### config.mk
export PLATFORM = sky130hd
export DESIGN_NAME = controle_teclado_flat
export DESIGN_NICKNAME = d
export VERILOG_FILES = /design/src/rtl/teclado_pkg.sv /design/src/rtl/controle_teclado_if.sv /design/src/rtl/debounce_tecla.sv /design/src/rtl/controle_teclado.sv /design/src/flat_wrapper.sv
export SDC_FILE = /design/constraint.sdc
export NUM_CORES = 1
export LEC_CHECK = 0
export ABC_AREA = 1
export CAP_MARGIN = 20
export CELL_PAD_IN_SITES_DETAIL_PLACEMENT = 1
export CELL_PAD_IN_SITES_GLOBAL_PLACEMENT = 1
export CORE_MARGIN = 2
export CORE_UTILIZATION = 43
export CTS_CLUSTER_DIAMETER = 50
export CTS_CLUSTER_SIZE = 30
export DETAILED_ROUTE_END_ITERATION = 16
export PLACE_DENSITY = 0.79
export SLEW_MARGIN = 40
export SYNTH_ARGS = -nofsm -noshare
export SYNTH_HDL_FRONTEND = slang
export SYNTH_HIERARCHICAL = 1
export SYNTH_SLANG_ARGS = --single-unit
### constraint.sdc
create_clock -name clk -period 1.7 [get_ports clk]
set_input_delay 0.34 -clock clk [delete_from_list [all_inputs] [get_ports clk]]
set_output_delay 0.34 -clock clk [all_outputs]
set_load 0.02 [all_outputs]
### src/rtl/teclado_pkg.sv
// Shared definitions for the keypad front-end: key codes, operating modes
// and controller FSM states.
package teclado_pkg;

  localparam logic [4:0] T_0    = 5'd0;
  localparam logic [4:0] T_1    = 5'd1;
  localparam logic [4:0] T_2    = 5'd2;
  localparam logic [4:0] T_3    = 5'd3;
  localparam logic [4:0] T_4    = 5'd4;
  localparam logic [4:0] T_5    = 5'd5;
  localparam logic [4:0] T_6    = 5'd6;
  localparam logic [4:0] T_7    = 5'd7;
  localparam logic [4:0] T_8    = 5'd8;
  localparam logic [4:0] T_9    = 5'd9;
  localparam logic [4:0] T_A    = 5'd10;
  localparam logic [4:0] T_B    = 5'd11;
  localparam logic [4:0] T_C    = 5'd12;
  localparam logic [4:0] T_D    = 5'd13;
  localparam logic [4:0] T_ASTE = 5'd14;
  localparam logic [4:0] T_HASH = 5'd15;
  localparam logic [4:0] T_NULL = 5'd31;

  typedef enum logic {
    CRON = 1'b0,
    CALC = 1'b1
  } modos_t;

  typedef enum logic [1:0] {
    S_CRON   = 2'd0,
    S_CALC   = 2'd1,
    S_ESPERA = 2'd2
  } estado_t;

  // Only 0..15 are real keys; 16..30 are treated as noise and T_NULL as idle.
  function automatic logic codigo_valido(input logic [4:0] codigo);
    return codigo <= T_HASH;
  endfunction

  // Mode-switch keys depend on the mode currently active.
  function automatic logic tecla_troca(input estado_t estado, input logic [4:0] codigo);
    return ((estado == S_CRON) && ((codigo == T_HASH) || (codigo == T_ASTE))) ||
           ((estado == S_CALC) && (codigo == T_D));
  endfunction

endpackage

### src/rtl/controle_teclado_if.sv
// Keypad input plus the two consumer handshakes (stopwatch and calculator).
interface controle_teclado_if;
  logic [4:0] key;
  logic       pronto_cron;
  logic       pronto_calc;
  logic [4:0] tecla_cron;
  logic       valido_cron;
  logic [4:0] tecla_calc;
  logic       valido_calc;
  logic       modo_atual;
  logic       descarte;

  modport master (
    input  key, pronto_cron, pronto_calc,
    output tecla_cron, valido_cron, tecla_calc, valido_calc, modo_atual, descarte
  );

  modport slave (
    output key, pronto_cron, pronto_calc,
    input  tecla_cron, valido_cron, tecla_calc, valido_calc, modo_atual, descarte
  );
endinterface

### src/rtl/debounce_tecla.sv
// Keypad synchroniser, debouncer and press-event generator.
// Auto-repeat strobes are generated only when TECLADO_REPEAT_EN is defined.
module debounce_tecla
  import teclado_pkg::*;
#(
  parameter int DEBOUNCE_MS = 20,
  parameter int REPEAT_MS   = 500
) (
  input  logic       clk,
  input  logic       rst,
  input  logic [4:0] key,
  output logic [4:0] tecla_deb,
  output logic       evento,
  output logic       evento_rep,
  output logic [4:0] evento_tecla
);

  localparam int N_SYNC = 2;
  localparam int CNT_W  = $clog2(DEBOUNCE_MS + 1);

  genvar gi;

  logic [4:0]       sincronizado;
  logic [4:0]       candidato_reg;
  logic [CNT_W-1:0] cnt_reg;
  logic [4:0]       deb_reg;
  logic [4:0]       deb_ant_reg;

  generate
    for (gi = 0; gi < N_SYNC; gi++) begin : g_sync
      logic [4:0] q_reg;
      if (gi == 0) begin : g_in
        always_ff @(posedge clk or posedge rst) begin
          if (rst) q_reg <= T_NULL;
          else     q_reg <= key;
        end
      end else begin : g_enc
        always_ff @(posedge clk or posedge rst) begin
          if (rst) q_reg <= T_NULL;
          else     q_reg <= g_sync[gi-1].q_reg;
        end
      end
    end
  endgenerate

  assign sincronizado = g_sync[N_SYNC-1].q_reg;

  // Counter saturates at DEBOUNCE_MS; the debounced code moves on the edge it gets there.
  always_ff @(posedge clk or posedge rst) begin
    if (rst) begin
      candidato_reg <= T_NULL;
      cnt_reg       <= '0;
      deb_reg       <= T_NULL;
      deb_ant_reg   <= T_NULL;
    end else begin
      deb_ant_reg <= deb_reg;
      if (sincronizado != candidato_reg) begin
        candidato_reg <= sincronizado;
        cnt_reg       <= '0;
      end else if (cnt_reg != CNT_W'(DEBOUNCE_MS)) begin
        cnt_reg <= cnt_reg + CNT_W'(1);
        if (cnt_reg == CNT_W'(DEBOUNCE_MS - 1))
          deb_reg <= candidato_reg;
      end
    end
  end

  assign tecla_deb    = deb_reg;
  assign evento_tecla = deb_reg;
  assign evento       = (deb_reg != deb_ant_reg) && codigo_valido(deb_reg);

`ifdef TECLADO_REPEAT_EN
  localparam int REP_W = $clog2(REPEAT_MS + 1);

  logic [REP_W-1:0] rep_cnt_reg;
  logic             segurada;

  assign segurada   = codigo_valido(deb_reg) && (deb_reg == deb_ant_reg);
  assign evento_rep = segurada && (rep_cnt_reg == REP_W'(REPEAT_MS));

  // rep_cnt_reg holds the number of cycles since the last press or repeat.
  always_ff @(posedge clk or posedge rst) begin
    if (rst)                      rep_cnt_reg <= '0;
    else if (evento || evento_rep) rep_cnt_reg <= REP_W'(1);
    else if (segurada)            rep_cnt_reg <= rep_cnt_reg + REP_W'(1);
    else                          rep_cnt_reg <= '0;
  end
`else
  // Repeat disabled: constant-zero strobe (the compare is false for any legal period).
  assign evento_rep = (REPEAT_MS < 0);
`endif

endmodule

### src/rtl/controle_teclado.sv
// Keypad front-end: mode FSM and per-consumer single-entry handshake registers.
// Optional auto-repeat of held keys is enabled with TECLADO_REPEAT_EN.
module controle_teclado
  import teclado_pkg::*;
#(
  parameter int DEBOUNCE_MS = 20,
  parameter int REPEAT_MS   = 500
) (
  input  logic               clk,
  input  logic               rst,
  controle_teclado_if.master bus
);

  logic [4:0] tecla_deb;
  logic       evento;
  logic       evento_rep;
  logic [4:0] evento_tecla;

  debounce_tecla #(
    .DEBOUNCE_MS (DEBOUNCE_MS),
    .REPEAT_MS   (REPEAT_MS)
  ) u_debounce (
    .clk          (clk),
    .rst          (rst),
    .key          (bus.key),
    .tecla_deb    (tecla_deb),
    .evento       (evento),
    .evento_rep   (evento_rep),
    .evento_tecla (evento_tecla)
  );

  estado_t    estado_reg, estado_next;
  modos_t     modo_reg, modo_next;
  modos_t     destino_reg, destino_next;
  logic       vcron_reg, vcron_next;
  logic [4:0] tcron_reg, tcron_next;
  logic       vcalc_reg, vcalc_next;
  logic [4:0] tcalc_reg, tcalc_next;
  logic       descarte_reg, descarte_next;

  always_ff @(posedge clk or posedge rst) begin
    if (rst) begin
      estado_reg   <= S_CRON;
      modo_reg     <= CRON;
      destino_reg  <= CRON;
      vcron_reg    <= 1'b0;
      tcron_reg    <= T_NULL;
      vcalc_reg    <= 1'b0;
      tcalc_reg    <= T_NULL;
      descarte_reg <= 1'b0;
    end else begin
      estado_reg   <= estado_next;
      modo_reg     <= modo_next;
      destino_reg  <= destino_next;
      vcron_reg    <= vcron_next;
      tcron_reg    <= tcron_next;
      vcalc_reg    <= vcalc_next;
      tcalc_reg    <= tcalc_next;
      descarte_reg <= descarte_next;
    end
  end

  logic ev_any;
  logic troca;
  logic livre_cron, livre_calc;

  assign ev_any     = evento || evento_rep;
  assign troca      = tecla_troca(estado_reg, evento_tecla);
  // A slot is free if empty or if its handshake completes on this edge.
  assign livre_cron = !vcron_reg || bus.pronto_cron;
  assign livre_calc = !vcalc_reg || bus.pronto_calc;

  always_comb begin
    estado_next   = estado_reg;
    modo_next     = modo_reg;
    destino_next  = destino_reg;
    vcron_next    = vcron_reg;
    tcron_next    = tcron_reg;
    vcalc_next    = vcalc_reg;
    tcalc_next    = tcalc_reg;
    descarte_next = 1'b0;

    if (vcron_reg && bus.pronto_cron) begin
      vcron_next = 1'b0;
      tcron_next = T_NULL;
    end
    if (vcalc_reg && bus.pronto_calc) begin
      vcalc_next = 1'b0;
      tcalc_next = T_NULL;
    end

    case (estado_reg)
      S_CRON: begin
        if (evento && troca) begin
          // Switch keys flush whatever the stopwatch has not yet taken.
          descarte_next = vcron_reg && !bus.pronto_cron;
          vcron_next    = 1'b0;
          tcron_next    = T_NULL;
          destino_next  = CALC;
          estado_next   = S_ESPERA;
        end else if (ev_any && !troca) begin
          if (livre_cron) begin
            vcron_next = 1'b1;
            tcron_next = evento_tecla;
          end else begin
            descarte_next = 1'b1;
          end
        end
      end
      S_CALC: begin
        if (evento && troca) begin
          descarte_next = vcalc_reg && !bus.pronto_calc;
          vcalc_next    = 1'b0;
          tcalc_next    = T_NULL;
          destino_next  = CRON;
          estado_next   = S_ESPERA;
        end else if (ev_any && !troca) begin
          if (livre_calc) begin
            vcalc_next = 1'b1;
            tcalc_next = evento_tecla;
          end else begin
            descarte_next = 1'b1;
          end
        end
      end
      S_ESPERA: begin
        // Stay here until the switch key is released so it never leaks as a press.
        if (tecla_deb == T_NULL) begin
          modo_next   = destino_reg;
          estado_next = (destino_reg == CALC) ? S_CALC : S_CRON;
        end
      end
      default: begin
        estado_next = S_CRON;
      end
    endcase
  end

  assign bus.tecla_cron  = tcron_reg;
  assign bus.valido_cron = vcron_reg;
  assign bus.tecla_calc  = tcalc_reg;
  assign bus.valido_calc = vcalc_reg;
  assign bus.modo_atual  = modo_reg;
  assign bus.descarte    = descarte_reg;

endmodule
### src/flat_wrapper.sv
// flat-port wrapper written by rule: the top's interface ports become plain ports
module controle_teclado_flat import teclado_pkg::*;
#(
  parameter int DEBOUNCE_MS = 20,
  parameter int REPEAT_MS   = 500
)
  (clk, rst, bus_key, bus_pronto_cron, bus_pronto_calc, bus_tecla_cron, bus_valido_cron, bus_tecla_calc, bus_valido_calc, bus_modo_atual, bus_descarte);
  controle_teclado_if bus_i ();
  input  logic clk;
  input  logic rst;
  input wire logic [$bits(bus_i.key)-1:0] bus_key;
  input wire logic [$bits(bus_i.pronto_cron)-1:0] bus_pronto_cron;
  input wire logic [$bits(bus_i.pronto_calc)-1:0] bus_pronto_calc;
  output wire logic [$bits(bus_i.tecla_cron)-1:0] bus_tecla_cron;
  output wire logic [$bits(bus_i.valido_cron)-1:0] bus_valido_cron;
  output wire logic [$bits(bus_i.tecla_calc)-1:0] bus_tecla_calc;
  output wire logic [$bits(bus_i.valido_calc)-1:0] bus_valido_calc;
  output wire logic [$bits(bus_i.modo_atual)-1:0] bus_modo_atual;
  output wire logic [$bits(bus_i.descarte)-1:0] bus_descarte;
  assign bus_i.key = bus_key;
  assign bus_i.pronto_cron = bus_pronto_cron;
  assign bus_i.pronto_calc = bus_pronto_calc;
  assign bus_tecla_cron = bus_i.tecla_cron;
  assign bus_valido_cron = bus_i.valido_cron;
  assign bus_tecla_calc = bus_i.tecla_calc;
  assign bus_valido_calc = bus_i.valido_calc;
  assign bus_modo_atual = bus_i.modo_atual;
  assign bus_descarte = bus_i.descarte;
  controle_teclado #(.DEBOUNCE_MS(DEBOUNCE_MS), .REPEAT_MS(REPEAT_MS)) u_core (.clk(clk), .rst(rst), .bus(bus_i));
endmodule
==> results_dict.tcl, run 1 <==
set metrics [dict create \
    grt_pass1_wl_um 7710 \
    min_period_ns 1.65 \
    yosysSeqAreaShare_pct 54.2 \
    synth_mux_area_share_pct 0 \
    arrival_ns 1.87 \
    clkTransAtPathRegs_ns 0.08 \
    antennaDiodeCount 0 \
    die_w_um 76.4 \
    synth_top_family_by_area "simple AND/OR/NAND/NOR gates" \
    pre_cts_ws_ns -0.0215 \
    wl_per_cell_um 13.1 \
    p_switching_mw 0.470 \
    gr-usage-all-layers_pct 16.9 \
    endpoint "u_core/bus.tecla_cron[4]" \
    cp-start-kind "flop" \
    drc 0 \
    r2r_end "u_core/bus.tecla_cron[4]" \
    synth_compound_area_share_pct 3.06 \
    status "finished, final reports clean" \
    synth_area_um2 2250 \
    timing.fmax_mhz 604 \
    grt.overflow.total 0 \
    fp.coreArea_um2 5070 \
    synth_top_cells_by_area "dfstp_2 (41%), dfrtp_1 (13%), nand2_1 (9.0%)" \
    drt-initial-drc-count 37 \
    yosys_warnings 6 \
    rrSetupSlack_ns 0.05 \
    avgSynthCellArea_um2 9.54 \
    grt_antenna_before_repair 0 \
    end_kind "flop" \
    synthToLayoutAreaGrowth_pct 17.2 \
    cap_violations 0 \
    die_y_um 76.4 \
    pin_count 23 \
    ir_drop_mv 0.544 \
    switching_share_pct 22.9 \
    first_pass_iters 4 \
    synth_edf_count 0 \
    ys_types 34 \
    fin_crit_sh_pct 97.3 \
    grt_pass1_vias 1665 \
    crit_type "flop to flop" \
    final_net_count 272 \
    wl_um 4350 \
    comb_power_share_pct 8.6 \
    hpwlAfterDp_um 3320 \
    final_util_pct 52.0 \
    gp_congestion 0.768 \
    drv_slew 0 \
    synth_adder_area_share_pct 1.11 \
    ff_latch_area_um2 1220 \
    via_count 1564 \
    numCtsBuffers 5 \
    cts_sinks 47 \
    hold_viol_final 0 \
    reg2reg_from "u_core/u_debounce/evento_tecla[2]" \
    async_flop_share_pct 100 \
    crit_start "u_core/u_debounce/evento_tecla[2]" \
    synth_top_area_share_pct 40.9 \
    final_cells 332 \
    fillCellCount 595 \
    largest_reg_flops 10 \
    drive_above_1_share_pct 30.2 \
    reg2reg_depth 7 \
    ys_ff_latch 47 \
    antenna_left 0 \
    die_area_um2 5830 \
    clock_path_buffers 2 \
    synth-xor-area-share_pct 3.89 \
    initial_utilization_pct 44.4 \
    via_per_inst 4.71 \
    cts_tree "done" \
    place_inst 323 \
    rows 26 \
    worstSkewPairLatency_ns 0.29 \
    rsz0062_at_grt "true" \
    root_buffer "clkbuf_8" \
    crit_chain "xor2_1 > nor2_1 > a41oi_2 > or2_4 > nand4_2 > nand2_1 > nand3_1" \
    p_leak_nw 1.25 \
    multiInputGateArea_um2 830 \
    synth_top_flop_cell "dfstp_2" \
    p_per_area_nw_per_um2 777 \
    min-delay-path-class "flop to flop" \
    worst_clock_skew_ns 0.00705 \
    worst_slack_ns 0.0454 \
    critPathRequiredTime_ns 1.91 \
    critPathMaxFanout 5 \
    clkPwrFrac_pct 32.8 \
    yosys.area_share.simple_pct 28.2 \
    critPathSlowestCell "dfstp_2" \
    io_buffer_count 22 \
    setup_viol 0 \
    syn_inst 236 \
    p_int_mw 1.58 \
    fin_setup_tns_ns 0 \
    htreeDepth 2 \
    synth_nets 247 \
    max_stage_delay_ns 0.54 \
    total_power_mw 2.05 \
    synth_area_leader_cell "dfstp_2" \
    grt_start_max_net_pins 31 \
    p_seq_share_pct 58.6 \
]
[metal layers]
layer | track usage, % | part of all wire, %
met5 | 0 | 0
met4 | 6.00 | 1.3
met3 | 4.03 | 2.9
met2 | 31.7 | 55
met1 | 18.6 | 41
[through the flow]
step | cell area [µm²] | hold WS (ns)
after floorplan | 2250 | 0.259
after global placement | 2540 | 0.346
after detailed placement | 2540 | 0.348
after CTS | 2640 | 0.360
after global routing | 2640 | 0.362
final | 2640 | 0.357
[cells by family after synthesis]
| kind of cell | count (synthesis) |
|---|---|
| other | 1 |
| AND/OR/NAND/NOR | 116 |
| adder cells (fa/ha/maj) | 2 |
| buffers and inverters | 50 |
| AO/OA/AOI/OAI | 10 |
| XOR/XNOR | 10 |
| flip-flops | 47 |
[cells in the mapped netlist, types with 3 or more instances]
master and n:
a22oi_1 3, nor2_1 14, xnor2_1 6, nand4_1 5, nand2_4 3, dfstp_2 35
nand3_1 19, inv_2 5, inv_1 33, nand2_2 4, nand2_1 54, buf_4 6
nand4_2 3, xor2_1 4, clkbuf_1 5, dfrtp_1 12
[power by group through the flow]
stage / Sequential (mW) / Combinational (mW) / Clock (mW)
4_1_cts: 1.20 / 0.180 / 0.704
3_5_place_dp: 1.22 / 0.187 / 0
5_1_grt: 1.21 / 0.194 / 0.737
3_3_place_gp: 1.22 / 0.182 / 0
2_1_floorplan: 1.24 / 0.0903 / 0
6_report: 1.20 / 0.177 / 0.671
[cell usage in the layout (no fill, tap or decap), types with 2 or more instances in the layout]
master,synthesis,routed
nand3_1,19,19
nor2_4,2,2
clkdlybuf4s50_1,0,12
o21ai_2,2,2
clkbuf_8,0,6
dfstp_2,35,35
nand4_1,5,5
nand2_2,4,4
dlygate4sd2_1,0,10
nor2_2,2,2
inv_2,5,5
a21oi_1,2,2
ha_1,2,2
nand2_4,3,3
nand3_4,2,2
o21ai_0,2,2
nor2_1,14,14
xor2_1,4,4
a22oi_1,3,3
nand4_2,3,3
inv_1,33,33
dfrtp_1,12,12
nand2_1,54,54
xnor2_1,6,6
buf_4,6,8
[worst min path at each step]
stage	cells after the start	startpoint	to	slack, ns
2_1_floorplan	1	rst	u_core/bus.descarte	0.26
3_3_place_gp	0	u_core/u_debounce/g_sync[0].q_reg[3]	u_core/u_debounce/g_sync[1].q_reg[3]	0.35
3_5_place_dp	0	u_core/u_debounce/g_sync[0].q_reg[4]	u_core/u_debounce/g_sync[1].q_reg[4]	0.35
4_1_cts	0	u_core/u_debounce/g_sync[0].q_reg[2]	u_core/u_debounce/g_sync[1].q_reg[2]	0.36
5_1_grt	0	u_core/u_debounce/g_sync[0].q_reg[2]	u_core/u_debounce/g_sync[1].q_reg[2]	0.36
6_report	0	u_core/u_debounce/g_sync[0].q_reg[1]	u_core/u_debounce/g_sync[1].q_reg[1]	0.36
[timing repair]
action                                 in CTS  in global routing
buffers inserted                            1                  0
endpoints found under the hold margin       0                  0
gates resized for setup                    12                  0
hold buffers                                0                  0
setup endpoints to repair                  20                  6
pin swaps                                   1                  1
[area by class of cell]
type,instances,share of cell area [%]
multi-input combinational,139,31.4
clock inverter,1,0.190
tap,70,3.32
inverter,38,5.41
clock buffer,7,3.27
sequential,47,46.2
timing repair buffer,30,10.1
[critical path, delay by kind of cell, from the launching register on]
kind	cells	cell delay, ns
flops	1	0.54
xor+xnor	1	0.16
compound gates	1	0.20
simple gates	5	0.67
No activity file was read; power rests on OpenSTA's default activity.
==> run 2, diff against run 1 <==
--- a/config.mk
+++ b/config.mk
@@ -12,9 +12,9 @@
 export CORE_MARGIN = 2
 export CORE_UTILIZATION = 43
 export CTS_CLUSTER_DIAMETER = 50
-export CTS_CLUSTER_SIZE = 30
 export DETAILED_ROUTE_END_ITERATION = 16
 export PLACE_DENSITY = 0.79
+export RECOVER_POWER = 50
 export SLEW_MARGIN = 40
 export SYNTH_ARGS = -nofsm -noshare
 export SYNTH_HDL_FRONTEND = slang
==> run 2 against run 1 <==
  * Global-route usage stayed put
  * Clock skew about the same
  * Flip-flop and latch count stayed put
  * Worst hold slack improved by 0.0053 ns
  * Fmax shrank 0.51%
==> results_dict.tcl, run 2 (synthesis gave the netlist of run 1 again) <==
set metrics [dict create \
    status "finished, final reports clean" \
    setup_viol 0 \
    arrival_ns 1.87 \
    grt_pass1_wl_um 7710 \
    numCtsBuffers 5 \
    hpwlAfterDp_um 3320 \
    fp.coreArea_um2 5070 \
    antennaDiodeCount 0 \
    clock_path_buffers 2 \
    ctsHoldBuffers 0 \
    wl_um 4350 \
    grt_pass1_vias 1665 \
    synthToLayoutAreaGrowth_pct 17.0 \
    pin_count 23 \
    pre_cts_ws_ns -0.0215 \
    critPathMaxFanout 5 \
    io_buffer_count 22 \
    die_y_um 76.4 \
    final_net_count 272 \
    min_from "u_core/u_debounce/g_sync[0].q_reg[1]" \
    antenna_left 0 \
    grt_antenna_before_repair 0 \
    grt_start_max_net_pins 31 \
    cp-start-kind "flop" \
    reg2reg_from "u_core/u_debounce/evento_tecla[3]" \
    grt.overflow.total 0 \
    maxSlewHeadroom_pct 38.8 \
    hold_end "u_core/u_debounce/g_sync[1].q_reg[1]" \
    gp_congestion 0.768 \
    mostFrequentLayoutCell "nand2_1" \
    min_period_ns 1.66 \
    htreeDepth 2 \
    worst_clock_skew_ns 0.00740 \
    via_count 1573 \
    rrSetupSlack_ns 0.04 \
    fin_crit_sh_pct 97.8 \
    die_area_um2 5830 \
    final_util_pct 51.9 \
    cap_violations 0 \
    fin_setup_tns_ns 0 \
    root_buffer "clkbuf_8" \
    rsz0062_at_grt "true" \
    cts_sinks 47 \
    wl_per_cell_um 13.1 \
    worstSkewPairLatency_ns 0.29 \
    crit_type "flop to flop" \
    fin_area_um2 2630 \
    drv_slew 0 \
    p_leak_nw 1.25 \
    worst_slack_ns 0.0369 \
    post_dp_cell_area_um2 2540 \
    cts_tree "done" \
    clkTransAtPathRegs_ns 0.08 \
    end_kind "flop" \
    crit_chain "xor2_1 > nor2_1 > a41oi_2 > or2_4 > nand4_2 > nand2_1 > nand3_1" \
    rows 26 \
    first_pass_iters 4 \
    p_per_area_nw_per_um2 776 \
    r2r_end "u_core/bus.tecla_cron[4]" \
    max_stage_delay_ns 0.54 \
    total_power_mw 2.04 \
    final_cell_mix "nand2_1 (54), inv_1 (33), dfstp_2 (28), nand3_1 (19), nor2_1 (14)" \
    drive_above_1_share_pct 27.1 \
    reg2reg_depth 7 \
    critPathRequiredTime_ns 1.91 \
    drc 0 \
    gr-usage-all-layers_pct 16.9 \
    ir_drop_mv 0.540 \
    critPathSlowestCell "dfstp_2" \
    worstMarginPinSlew_ns 0.919 \
    min-delay-path-class "flop to flop" \
    fin_hold_ws_ns 0.363 \
    final_cells 332 \
    hold_viol_final 0 \
    largest_reg_flops 10 \
    die_w_um 76.4 \
    via_per_inst 4.74 \
    place_inst 323 \
    initial_utilization_pct 44.4 \
    timing.fmax_mhz 601 \
    min_path_cells 0 \
    drt-initial-drc-count 37 \
]
run 2: cell types whose count changed in the layout (fill, tap and decap cells not counted), sizes merged:
cell	before	now
clkdlybuf4s50	12	6
dlygate4sd3	0	6
buf	8	6
clkbuf	7	9
run 2: final cells by class:
| cell class | instances | area (µm²) |
|---|---|---|
| clock buffer | 7 | 86.3 |
| clock inverter | 1 | 5.00 |
| fill | 596 | 2440 |
| inverter | 38 | 143 |
| multi-input combinational | 139 | 830 |
| sequential | 47 | 1220 |
| tap | 70 | 87.6 |
| timing repair buffer | 30 | 262 |
run 2: report_power, final:
part	leakage (nW)	switching [mW]	internal, mW
sequential	0.527	0.0210	1.18
clock	0.0482	0.343	0.328
combinational	0.673	0.106	0.0664
total	1.25	0.470	1.57
run 2: what timing repair did:
action | CTS | global route
buffers inserted | 1 | 0
pin swaps | 1 | 1
endpoints found under the setup margin | 20 | 6
gates resized for setup | 12 | 0
run 2: worst max path at each step:
| stage | endpoint | cells after the start | slack (ns) | start |
|---|---|---|---|---|
| final | u_core/bus.tecla_cron[4] | 7 | 0.04 | u_core/u_debounce/evento_tecla[3] |
| after CTS | bus_valido_calc | 1 | 0.06 | u_core/bus.valido_calc |
| after global placement | u_core/bus.tecla_calc[1] | 7 | 0.08 | u_core/u_debounce/evento_tecla[3] |
| after global routing | u_core/bus.tecla_calc[4] | 7 | -0.02 | u_core/u_debounce/evento_tecla[2] |
| after detailed placement | u_core/bus.tecla_cron[4] | 7 | -0.02 | u_core/u_debounce/evento_tecla[3] |
| after floorplan | u_core/bus.tecla_cron[1] | 7 | 0.10 | u_core/u_debounce/evento_tecla[1] |
run 2: per-layer routing:
metal / global-route usage, % / routed length [µm] / vias up
met2: 31.7 / 2400 / 25
met5: 0 / 0 / -
met1: 18.6 / 1760 / 770
met3: 4.03 / 132 / 5
met4: 6.00 / 55 / 0
li1: - / - / 773
run 2: critical path: cells and delay by family, from the launching register on:
kind	cells	cell delay [ns]
flops	1	0.54
compound gates	1	0.20
simple gates	5	0.68
xor+xnor	1	0.16
